==> src/rtl/gpio_axil_pkg.sv <==
// Shared constants for the GPIO AXI4-Lite command sequencer: opcodes, response
// status codes, GPIO slave register map and sequencer state encoding.
package gpio_axil_pkg;

   localparam logic [1:0] OP_WRITE = 2'd0;
   localparam logic [1:0] OP_READ  = 2'd1;
   localparam logic [1:0] OP_POLL  = 2'd2;
   localparam logic [1:0] OP_DELAY = 2'd3;

   localparam logic [1:0] ST_OK      = 2'd0;
   localparam logic [1:0] ST_BUSERR  = 2'd1;
   localparam logic [1:0] ST_TIMEOUT = 2'd2;

   localparam logic [3:0] REG_CH0_DATA = 4'h0;
   localparam logic [3:0] REG_CH0_DIR  = 4'h4;
   localparam logic [3:0] REG_CH1_DATA = 4'h8;
   localparam logic [3:0] REG_CH1_DIR  = 4'hC;

   localparam logic [2:0] S_IDLE      = 3'd0;
   localparam logic [2:0] S_WR        = 3'd1;
   localparam logic [2:0] S_WR_B      = 3'd2;
   localparam logic [2:0] S_RD        = 3'd3;
   localparam logic [2:0] S_RD_R      = 3'd4;
   localparam logic [2:0] S_POLL_WAIT = 3'd5;
   localparam logic [2:0] S_DLY       = 3'd6;
   localparam logic [2:0] S_RSP       = 3'd7;

endpackage

==> src/rtl/axil_single_master.sv <==
// Single-beat AXI4-Lite master: one read or write per start pulse, owning all
// channel handshakes. addr_done marks the request phase, done the response.
module axil_single_master
   import gpio_axil_pkg::*;
#(
   parameter int unsigned ADDR_WIDTH = 4
) (
   input  logic                  aclk,
   input  logic                  aresetn,
   input  logic                  start,
   input  logic                  we,
   input  logic [ADDR_WIDTH-1:0] addr,
   input  logic [31:0]           wdata,
   output logic                  addr_done,
   output logic                  done,
   output logic [31:0]           rdata,
   output logic                  err,
   output logic [ADDR_WIDTH-1:0] m_axi_awaddr,
   output logic [2:0]            m_axi_awprot,
   output logic                  m_axi_awvalid,
   input  logic                  m_axi_awready,
   output logic [31:0]           m_axi_wdata,
   output logic [3:0]            m_axi_wstrb,
   output logic                  m_axi_wvalid,
   input  logic                  m_axi_wready,
   input  logic [1:0]            m_axi_bresp,
   input  logic                  m_axi_bvalid,
   output logic                  m_axi_bready,
   output logic [ADDR_WIDTH-1:0] m_axi_araddr,
   output logic [2:0]            m_axi_arprot,
   output logic                  m_axi_arvalid,
   input  logic                  m_axi_arready,
   input  logic [31:0]           m_axi_rdata,
   input  logic [1:0]            m_axi_rresp,
   input  logic                  m_axi_rvalid,
   output logic                  m_axi_rready
);

   logic                  r_awvalid, r_wvalid, r_bready, r_arvalid, r_rready;
   logic [ADDR_WIDTH-1:0] r_addr;
   logic [31:0]           r_wdata;
   logic                  w_aw_hs, w_w_hs, w_b_hs, w_ar_hs, w_r_hs, w_wr_req_done;
   logic                  w_unused_addr;

   assign w_unused_addr = ^addr[1:0];

   assign w_aw_hs = r_awvalid & m_axi_awready;
   assign w_w_hs  = r_wvalid & m_axi_wready;
   assign w_b_hs  = r_bready & m_axi_bvalid;
   assign w_ar_hs = r_arvalid & m_axi_arready;
   assign w_r_hs  = r_rready & m_axi_rvalid;

   // aw and w retire independently; the request phase ends when neither is left pending
   assign w_wr_req_done = (r_awvalid | r_wvalid) &
                          (!r_awvalid | m_axi_awready) &
                          (!r_wvalid | m_axi_wready);

   always_ff @(posedge aclk or negedge aresetn) begin
      if (!aresetn) begin
         r_awvalid <= 1'b0;
         r_wvalid  <= 1'b0;
         r_bready  <= 1'b0;
         r_arvalid <= 1'b0;
         r_rready  <= 1'b0;
         r_addr    <= '0;
         r_wdata   <= '0;
      end else begin
         if (start) begin
            r_addr    <= {addr[ADDR_WIDTH-1:2], 2'b00};
            r_wdata   <= wdata;
            r_awvalid <= we;
            r_wvalid  <= we;
            r_arvalid <= !we;
         end else begin
            if (w_aw_hs) r_awvalid <= 1'b0;
            if (w_w_hs)  r_wvalid  <= 1'b0;
            if (w_ar_hs) r_arvalid <= 1'b0;
         end
         if (w_wr_req_done)  r_bready <= 1'b1;
         else if (w_b_hs)    r_bready <= 1'b0;
         if (w_ar_hs)        r_rready <= 1'b1;
         else if (w_r_hs)    r_rready <= 1'b0;
      end
   end

   assign addr_done = w_wr_req_done | w_ar_hs;
   assign done      = w_b_hs | w_r_hs;
   assign rdata     = m_axi_rdata;
   assign err       = r_bready ? (m_axi_bresp != 2'b00) : (m_axi_rresp != 2'b00);

   assign m_axi_awaddr  = r_addr;
   assign m_axi_awprot  = 3'b000;
   assign m_axi_awvalid = r_awvalid;
   assign m_axi_wdata   = r_wdata;
   assign m_axi_wstrb   = {4{r_wvalid}};
   assign m_axi_wvalid  = r_wvalid;
   assign m_axi_bready  = r_bready;
   assign m_axi_araddr  = r_addr;
   assign m_axi_arprot  = 3'b000;
   assign m_axi_arvalid = r_arvalid;
   assign m_axi_rready  = r_rready;

endmodule

==> src/rtl/gpio_axil_sequencer.sv <==
// Command sequencer driving a GPIO AXI4-Lite slave: write, read, poll-until-match
// with timeout, and cycle delay, one response per command.
module gpio_axil_sequencer
   import gpio_axil_pkg::*;
#(
   parameter int unsigned ADDR_WIDTH    = 4,
   parameter int unsigned POLL_INTERVAL = 16,
   parameter int unsigned POLL_MAX      = 1024
) (
   input  logic                  aclk,
   input  logic                  aresetn,
   input  logic                  cmd_valid,
   output logic                  cmd_ready,
   input  logic [1:0]            cmd_op,
   input  logic [ADDR_WIDTH-1:0] cmd_addr,
   input  logic [31:0]           cmd_data,
   input  logic [31:0]           cmd_mask,
   output logic                  rsp_valid,
   input  logic                  rsp_ready,
   output logic [31:0]           rsp_data,
   output logic [1:0]            rsp_status,
   output logic                  busy,
   output logic [ADDR_WIDTH-1:0] m_axi_awaddr,
   output logic [2:0]            m_axi_awprot,
   output logic                  m_axi_awvalid,
   input  logic                  m_axi_awready,
   output logic [31:0]           m_axi_wdata,
   output logic [3:0]            m_axi_wstrb,
   output logic                  m_axi_wvalid,
   input  logic                  m_axi_wready,
   input  logic [1:0]            m_axi_bresp,
   input  logic                  m_axi_bvalid,
   output logic                  m_axi_bready,
   output logic [ADDR_WIDTH-1:0] m_axi_araddr,
   output logic [2:0]            m_axi_arprot,
   output logic                  m_axi_arvalid,
   input  logic                  m_axi_arready,
   input  logic [31:0]           m_axi_rdata,
   input  logic [1:0]            m_axi_rresp,
   input  logic                  m_axi_rvalid,
   output logic                  m_axi_rready
);

   localparam logic [15:0] POLL_MAX_W = 16'(POLL_MAX);
   localparam logic [15:0] POLL_IVL_W = 16'(POLL_INTERVAL);

   logic [2:0]            r_state;
   logic                  r_run;
   logic [1:0]            r_op;
   logic [ADDR_WIDTH-1:0] r_addr;
   logic [31:0]           r_data, r_mask;
   logic [15:0]           r_poll_cnt, r_dly_cnt, r_ivl_cnt;
   logic [31:0]           r_rsp_data;
   logic [1:0]            r_rsp_status;

   logic                  w_accept, w_start, w_we, w_addr_done, w_done, w_err, w_match;
   logic [ADDR_WIDTH-1:0] w_addr;
   logic [31:0]           w_rdata;
   logic [15:0]           w_poll_next;

   // r_run keeps cmd_ready low while reset is held, so every output resets low
   assign cmd_ready = r_run & (r_state == S_IDLE) & !rsp_valid;
   assign rsp_valid = (r_state == S_RSP);
   assign busy      = (r_state != S_IDLE);
   assign rsp_data   = r_rsp_data;
   assign rsp_status = r_rsp_status;

   assign w_accept    = cmd_valid & cmd_ready;
   assign w_start     = (w_accept & (cmd_op != OP_DELAY)) |
                        ((r_state == S_POLL_WAIT) & (r_ivl_cnt == 16'd1));
   assign w_we        = (r_state == S_IDLE) & (cmd_op == OP_WRITE);
   assign w_addr      = (r_state == S_IDLE) ? cmd_addr : r_addr;
   assign w_match     = ((w_rdata ^ r_data) & r_mask) == 32'd0;
   assign w_poll_next = r_poll_cnt + 16'd1;

   always_ff @(posedge aclk or negedge aresetn) begin
      if (!aresetn) begin
         r_state      <= S_IDLE;
         r_run        <= 1'b0;
         r_op         <= OP_WRITE;
         r_addr       <= '0;
         r_data       <= '0;
         r_mask       <= '0;
         r_poll_cnt   <= '0;
         r_dly_cnt    <= '0;
         r_ivl_cnt    <= '0;
         r_rsp_data   <= '0;
         r_rsp_status <= ST_OK;
      end else begin
         r_run <= 1'b1;
         case (r_state)
            S_IDLE: begin
               if (w_accept) begin
                  r_op         <= cmd_op;
                  r_addr       <= cmd_addr;
                  r_data       <= cmd_data;
                  r_mask       <= cmd_mask;
                  r_poll_cnt   <= '0;
                  r_dly_cnt    <= cmd_data[15:0];
                  r_rsp_data   <= '0;
                  r_rsp_status <= ST_OK;
                  case (cmd_op)
                     OP_WRITE: r_state <= S_WR;
                     OP_DELAY: r_state <= (cmd_data[15:0] == 16'd0) ? S_RSP : S_DLY;
                     default:  r_state <= S_RD;
                  endcase
               end
            end
            S_WR: if (w_addr_done) r_state <= S_WR_B;
            S_WR_B: begin
               if (w_done) begin
                  r_rsp_status <= w_err ? ST_BUSERR : ST_OK;
                  r_state      <= S_RSP;
               end
            end
            S_RD: if (w_addr_done) r_state <= S_RD_R;
            S_RD_R: begin
               if (w_done) begin
                  r_rsp_data <= w_rdata;
                  if ((r_op != OP_POLL) || w_err) begin
                     r_rsp_status <= w_err ? ST_BUSERR : ST_OK;
                     r_state      <= S_RSP;
                  end else begin
                     r_poll_cnt <= w_poll_next;
                     if (w_match) begin
                        r_rsp_status <= ST_OK;
                        r_state      <= S_RSP;
                     end else if (w_poll_next == POLL_MAX_W) begin
                        r_rsp_status <= ST_TIMEOUT;
                        r_state      <= S_RSP;
                     end else begin
                        r_ivl_cnt <= POLL_IVL_W;
                        r_state   <= S_POLL_WAIT;
                     end
                  end
               end
            end
            S_POLL_WAIT: begin
               if (r_ivl_cnt == 16'd1) r_state <= S_RD;
               else                    r_ivl_cnt <= r_ivl_cnt - 16'd1;
            end
            S_DLY: begin
               if (r_dly_cnt == 16'd1) r_state <= S_RSP;
               else                    r_dly_cnt <= r_dly_cnt - 16'd1;
            end
            S_RSP: if (rsp_ready) r_state <= S_IDLE;
            default: r_state <= S_IDLE;
         endcase
      end
   end

   axil_single_master #(
      .ADDR_WIDTH (ADDR_WIDTH)
   ) u_master (
      .aclk          (aclk),
      .aresetn       (aresetn),
      .start         (w_start),
      .we            (w_we),
      .addr          (w_addr),
      .wdata         (cmd_data),
      .addr_done     (w_addr_done),
      .done          (w_done),
      .rdata         (w_rdata),
      .err           (w_err),
      .m_axi_awaddr  (m_axi_awaddr),
      .m_axi_awprot  (m_axi_awprot),
      .m_axi_awvalid (m_axi_awvalid),
      .m_axi_awready (m_axi_awready),
      .m_axi_wdata   (m_axi_wdata),
      .m_axi_wstrb   (m_axi_wstrb),
      .m_axi_wvalid  (m_axi_wvalid),
      .m_axi_wready  (m_axi_wready),
      .m_axi_bresp   (m_axi_bresp),
      .m_axi_bvalid  (m_axi_bvalid),
      .m_axi_bready  (m_axi_bready),
      .m_axi_araddr  (m_axi_araddr),
      .m_axi_arprot  (m_axi_arprot),
      .m_axi_arvalid (m_axi_arvalid),
      .m_axi_arready (m_axi_arready),
      .m_axi_rdata   (m_axi_rdata),
      .m_axi_rresp   (m_axi_rresp),
      .m_axi_rvalid  (m_axi_rvalid),
      .m_axi_rready  (m_axi_rready)
   );

endmodule

==> config.mk <==
export PLATFORM = sky130hd
export DESIGN_NAME = gpio_axil_sequencer
export DESIGN_NICKNAME = d
export VERILOG_FILES = /design/src/rtl/gpio_axil_pkg.sv /design/src/rtl/axil_single_master.sv /design/src/rtl/gpio_axil_sequencer.sv
export SDC_FILE = /design/constraint.sdc
export NUM_CORES = 1
export LEC_CHECK = 0
export CORE_UTILIZATION = 55
export CTS_CLUSTER_SIZE = 24
export DETAILED_ROUTE_END_ITERATION = 12
export GPL_TIMING_DRIVEN = 0
export PLACE_DENSITY_LB_ADDON = 0.3
export SLEW_MARGIN = 0
export SYNTH_ARGS = -nofsm -noshare
export SYNTH_HDL_FRONTEND = slang
export SYNTH_SLANG_ARGS = --single-unit
==> constraint.sdc <==
create_clock -name aclk -period 6.4 [get_ports aclk]
set_input_delay 1.28 -clock aclk [delete_from_list [all_inputs] [get_ports aclk]]
set_output_delay 1.28 -clock aclk [all_outputs]
set_load 0.01 [all_outputs]
==> metrics.md <==
| Metric | Value |
|---|---|
| RD Place Congestion | 0.876 |
| Unrepaired setup endpoints after global routing | no |
| CTS H-Tree Depth | 4 |
| Final Max Tran Viols | 0 |
| Sequential fraction of the synthesis area | 51.4% |
| Initial drt markers | 829 |
| Wire length per cell | 18.1 um |
| Rel. slew slack | 34.3% |
| Area delta synth->final | 30.7% |
| Vias per cell | 5.74 |
| Final Hold Vio Count | 0 |
| Maximum clock path buffer count | 2 |
| Critical path endpoint category | primary output |
| Reg2reg setup slack | 3180 ps |
| Final ANT Viol Nets | 0 |
| Post-synth EDFFs | 0 |
| CTS tree | yes |
| Synth Flop Type | dfrtp_1 |
| First-pass GRT wire length | 43.1 mm |
| Initial core utilization | 56.5% |
| Area fraction of the dominant cell type after synthesis | 51.4% |
| Hold path endpoint | r_mask[2]$_DFFE_PN0P_ |
| # port buffers | 194 |
| Core ar. | 0.0166 sq mm |
| Synth top area cells | dfrtp_1 51%, nand2_1 13%, o21ai_0 4.2%, xor2_1 3.2%, mux2_2 2.4% |
| Post-synthesis instance total | 1030 |
| Clock transition at path regs | 70 ps |
| Vias in the first global route | 8299 |
| CTS Buf Count | 17 |
| Root buffer cell | clkbuf_16 |
| Die ar. | 0.0176 sq mm |
| Syn Std Cell Area | 0.00940 sq mm |
| Clock Sink Count | 193 |
| Fmax | 271 MHz |
| Actual slew at the worst max-slew pin | 976 ps |
| Crit path time final | 3690 ps |
| Final setup violation count | 0 |
| Initial antenna violation count | 1 |
| Power Density | 199 mW/mm^2 |
| Post-Route Skew | 9.35 ps |
| Design area | 0.0123 sq mm |
| Row cnt | 47 |
| Arrival @ worst endpoint | 2410 ps |
| Status | complete, no violations |
| CP Launch Type | flop |
| VDD IR-drop max | 0.194 mV |
| Min-delay worst type | reg -> reg |
| Total negative setup slack | 0 ps |
| Chip Height | 133 um |
| Hold WS | 479 ps |
| Hold Path Stages | 2 |
| Post-CTS setup buffer count | 0 |
| Pre-Repair DR Iteration Count | 6 |
| Fin util | 73.8% |
| Async S/R FF share, synth | 100% |
| Grt total ovfl | 0 |
| Share of layout cells above drive strength 1 | 7.74% |
| Path depth of the worst reg2reg path | 7 |
| Max cap viols | 0 |
| DP Worst Slack | 2520 ps |
| RR Startpoint | r_state[0]$_DFFE_PN0P_ |
| DP Area | 0.0117 sq mm |
| YS warnings | 0 |
| Final period util | 57.6% |
| Gr usage total | 31.7% |
| Leakage power total | 5.71 nW |
| Yosys reg bits | 193 |
| Synth unique cells | 67 |
| Nets | 1377 |
| Total detailed-routing wirelength | 26.9 mm |
| # DRC | 0 |
| Critical Path RT | 5120 ps |
| DP HPWL | 19.2 mm |
| Crit path max fanout | 6 |
| Post-CTS sizing | 0 |
| FF-to-FF End | u_master.m_axi_arvalid$_DFFE_PN0P_ |
| HP Start | r_mask[2]$_DFFE_PN0P_ |
| Avg Cell Area, Syn | 9.12 sq um |
| Ports | 207 |
| Via count | 8537 |
| Area leader, netlist | dfrtp_1 |
| Worst Path Class, Setup | reg -> out |
| Largest net degree at the start of global routing | 115 |
| Final setup margin | 2710 ps |
| Latest clock arrival within the worst-skew pair | 440 ps |
| Fill count | 1214 |
| Die W | 133 um |
| Hold buffers post-CTS | 0 |
## per-layer routing
| metal | share of wire, % | track usage, % |
|---|---|---|
| met5 | 0 | 0 |
| met4 | 3.5 | 14.4 |
| met3 | 7.0 | 5.82 |
| met2 | 47 | 49.9 |
| met1 | 43 | 43.0 |
## report_power, final
part	leakage (nW)	internal [mW]	total (mW)	switching [mW]
logic	2.76	0.0750	0.140	0.0648
clock network	0.282	0.597	1.08	0.485
registers	2.67	1.22	1.22	0.000219
total	5.71	1.89	2.44	0.550
## worst max-delay path by stage
stage / slack (ps) / depth (start not counted) / end / start
floorplan: 3430 / 7 / r_ivl_cnt[8]$_DFFE_PN0P_ / m_axi_rresp[1]
global placement: -3950 / 1 / r_dly_cnt[11]$_DFFE_PN0P_ / aresetn
detailed placement: 2520 / 7 / u_master.m_axi_arvalid$_DFFE_PN0P_ / cmd_valid
CTS: 2760 / 3 / cmd_ready / r_state[0]$_DFFE_PN0P_
global route: 2500 / 3 / cmd_ready / r_state[0]$_DFFE_PN0P_
finish: 2710 / 3 / cmd_ready / r_state[0]$_DFFE_PN0P_
## through the flow
| stage | power [mW] | std cells |
|---|---|---|
| CTS | 2.45 | 1486 |
| global placement | 1.38 | 1453 |
| finish | 2.44 | 1487 |
| floorplan | 1.26 | 1039 |
| global route | 2.51 | 1487 |
| detailed placement | 1.38 | 1454 |
## flip-flops by register name, indices dropped and copies added, names as in the netlist
name,count
r_addr,2
r_data,32
r_dly_cnt,16
r_ivl_cnt,16
r_mask,32
r_op,2
r_poll_cnt,16
r_run,1
r_state,3
rsp_data,32
rsp_status,2
u_master.m_axi_araddr,2
u_master.m_axi_arvalid,1
u_master.m_axi_awvalid,1
u_master.m_axi_bready,1
u_master.m_axi_rready,1
u_master.m_axi_wdata,32
u_master.m_axi_wvalid,1
## cell usage in the layout, fill, tap and decap left out, drive strengths merged, types with 5 or more instances in the layout
| cell type | synthesis | final |
|---|---|---|
| or3 | 12 | 12 |
| o21ai | 92 | 92 |
| inv | 16 | 21 |
| clkdlybuf4s50 | 0 | 193 |
| nand2 | 314 | 314 |
| ha | 9 | 9 |
| a21oi | 45 | 45 |
| clkbuf | 38 | 58 |
| and3 | 5 | 5 |
| nor3 | 17 | 17 |
| buf | 26 | 28 |
| a31oi | 7 | 7 |
| nand4 | 15 | 15 |
| mux2 | 34 | 34 |
| o31ai | 11 | 11 |
| nand3 | 16 | 16 |
| o22ai | 7 | 7 |
| nor2b | 6 | 6 |
| nor2 | 42 | 42 |
| dfrtp | 193 | 193 |
| conb | 2 | 11 |
| xor2 | 34 | 34 |
| a22oi | 20 | 20 |
| nor4 | 15 | 15 |
## final cells by class
class | count | area [sq um] | area share, %
Antenna cell | 1 | 2.50 | 0.0204
Buffer | 64 | 330 | 2.69
Clock buffer | 20 | 447 | 3.64
Clock inverter | 12 | 149 | 1.21
Inverter | 16 | 60.1 | 0.489
Multi-Input combinational cell | 766 | 4210 | 34.3
Sequential cell | 193 | 4830 | 39.3
Tap cell | 220 | 275 | 2.24
Timing Repair Buffer | 195 | 1970 | 16.1
## cells by family after synthesis
logic type,after synthesis,share of synthesized area [%]
mux,38,4.54
flops,193,51.4
fa+ha+maj,9,1.20
simple gates,472,22.4
other cells,2,0.0799
compound gates,200,12.9
buf+inv,80,4.15
xor+xnor,36,3.36
## synthesized netlist by cell type, drive strengths merged, types with 2 or more instances
library cell / number
o211ai: 2
conb: 2
mux2: 34
nand2: 314
nor2b: 6
or4: 4
mux2i: 4
o2bb2ai: 2
o41ai: 2
clkbuf: 38
and3: 5
nand3b: 4
nand3: 16
a22oi: 20
inv: 16
buf: 26
xor2: 34
and2: 4
nor4: 15
dfrtp: 193
a211oi: 2
nand2b: 3
o21ai: 92
xnor2: 2
nor3: 17
nor2: 42
a21oi: 45
or2: 4
or3: 12
ha: 9
a31oi: 7
o31ai: 11
o22ai: 7
and4: 2
nand4: 15
or4b: 3
nand4b: 4
## worst max-delay path: stages (launching register included)
cell and delay, ps:
dfrtp_1 390, nor3_1 760, and2_1 270, clkdlybuf4s50_1 540
(Power assumes the default switching activity.)
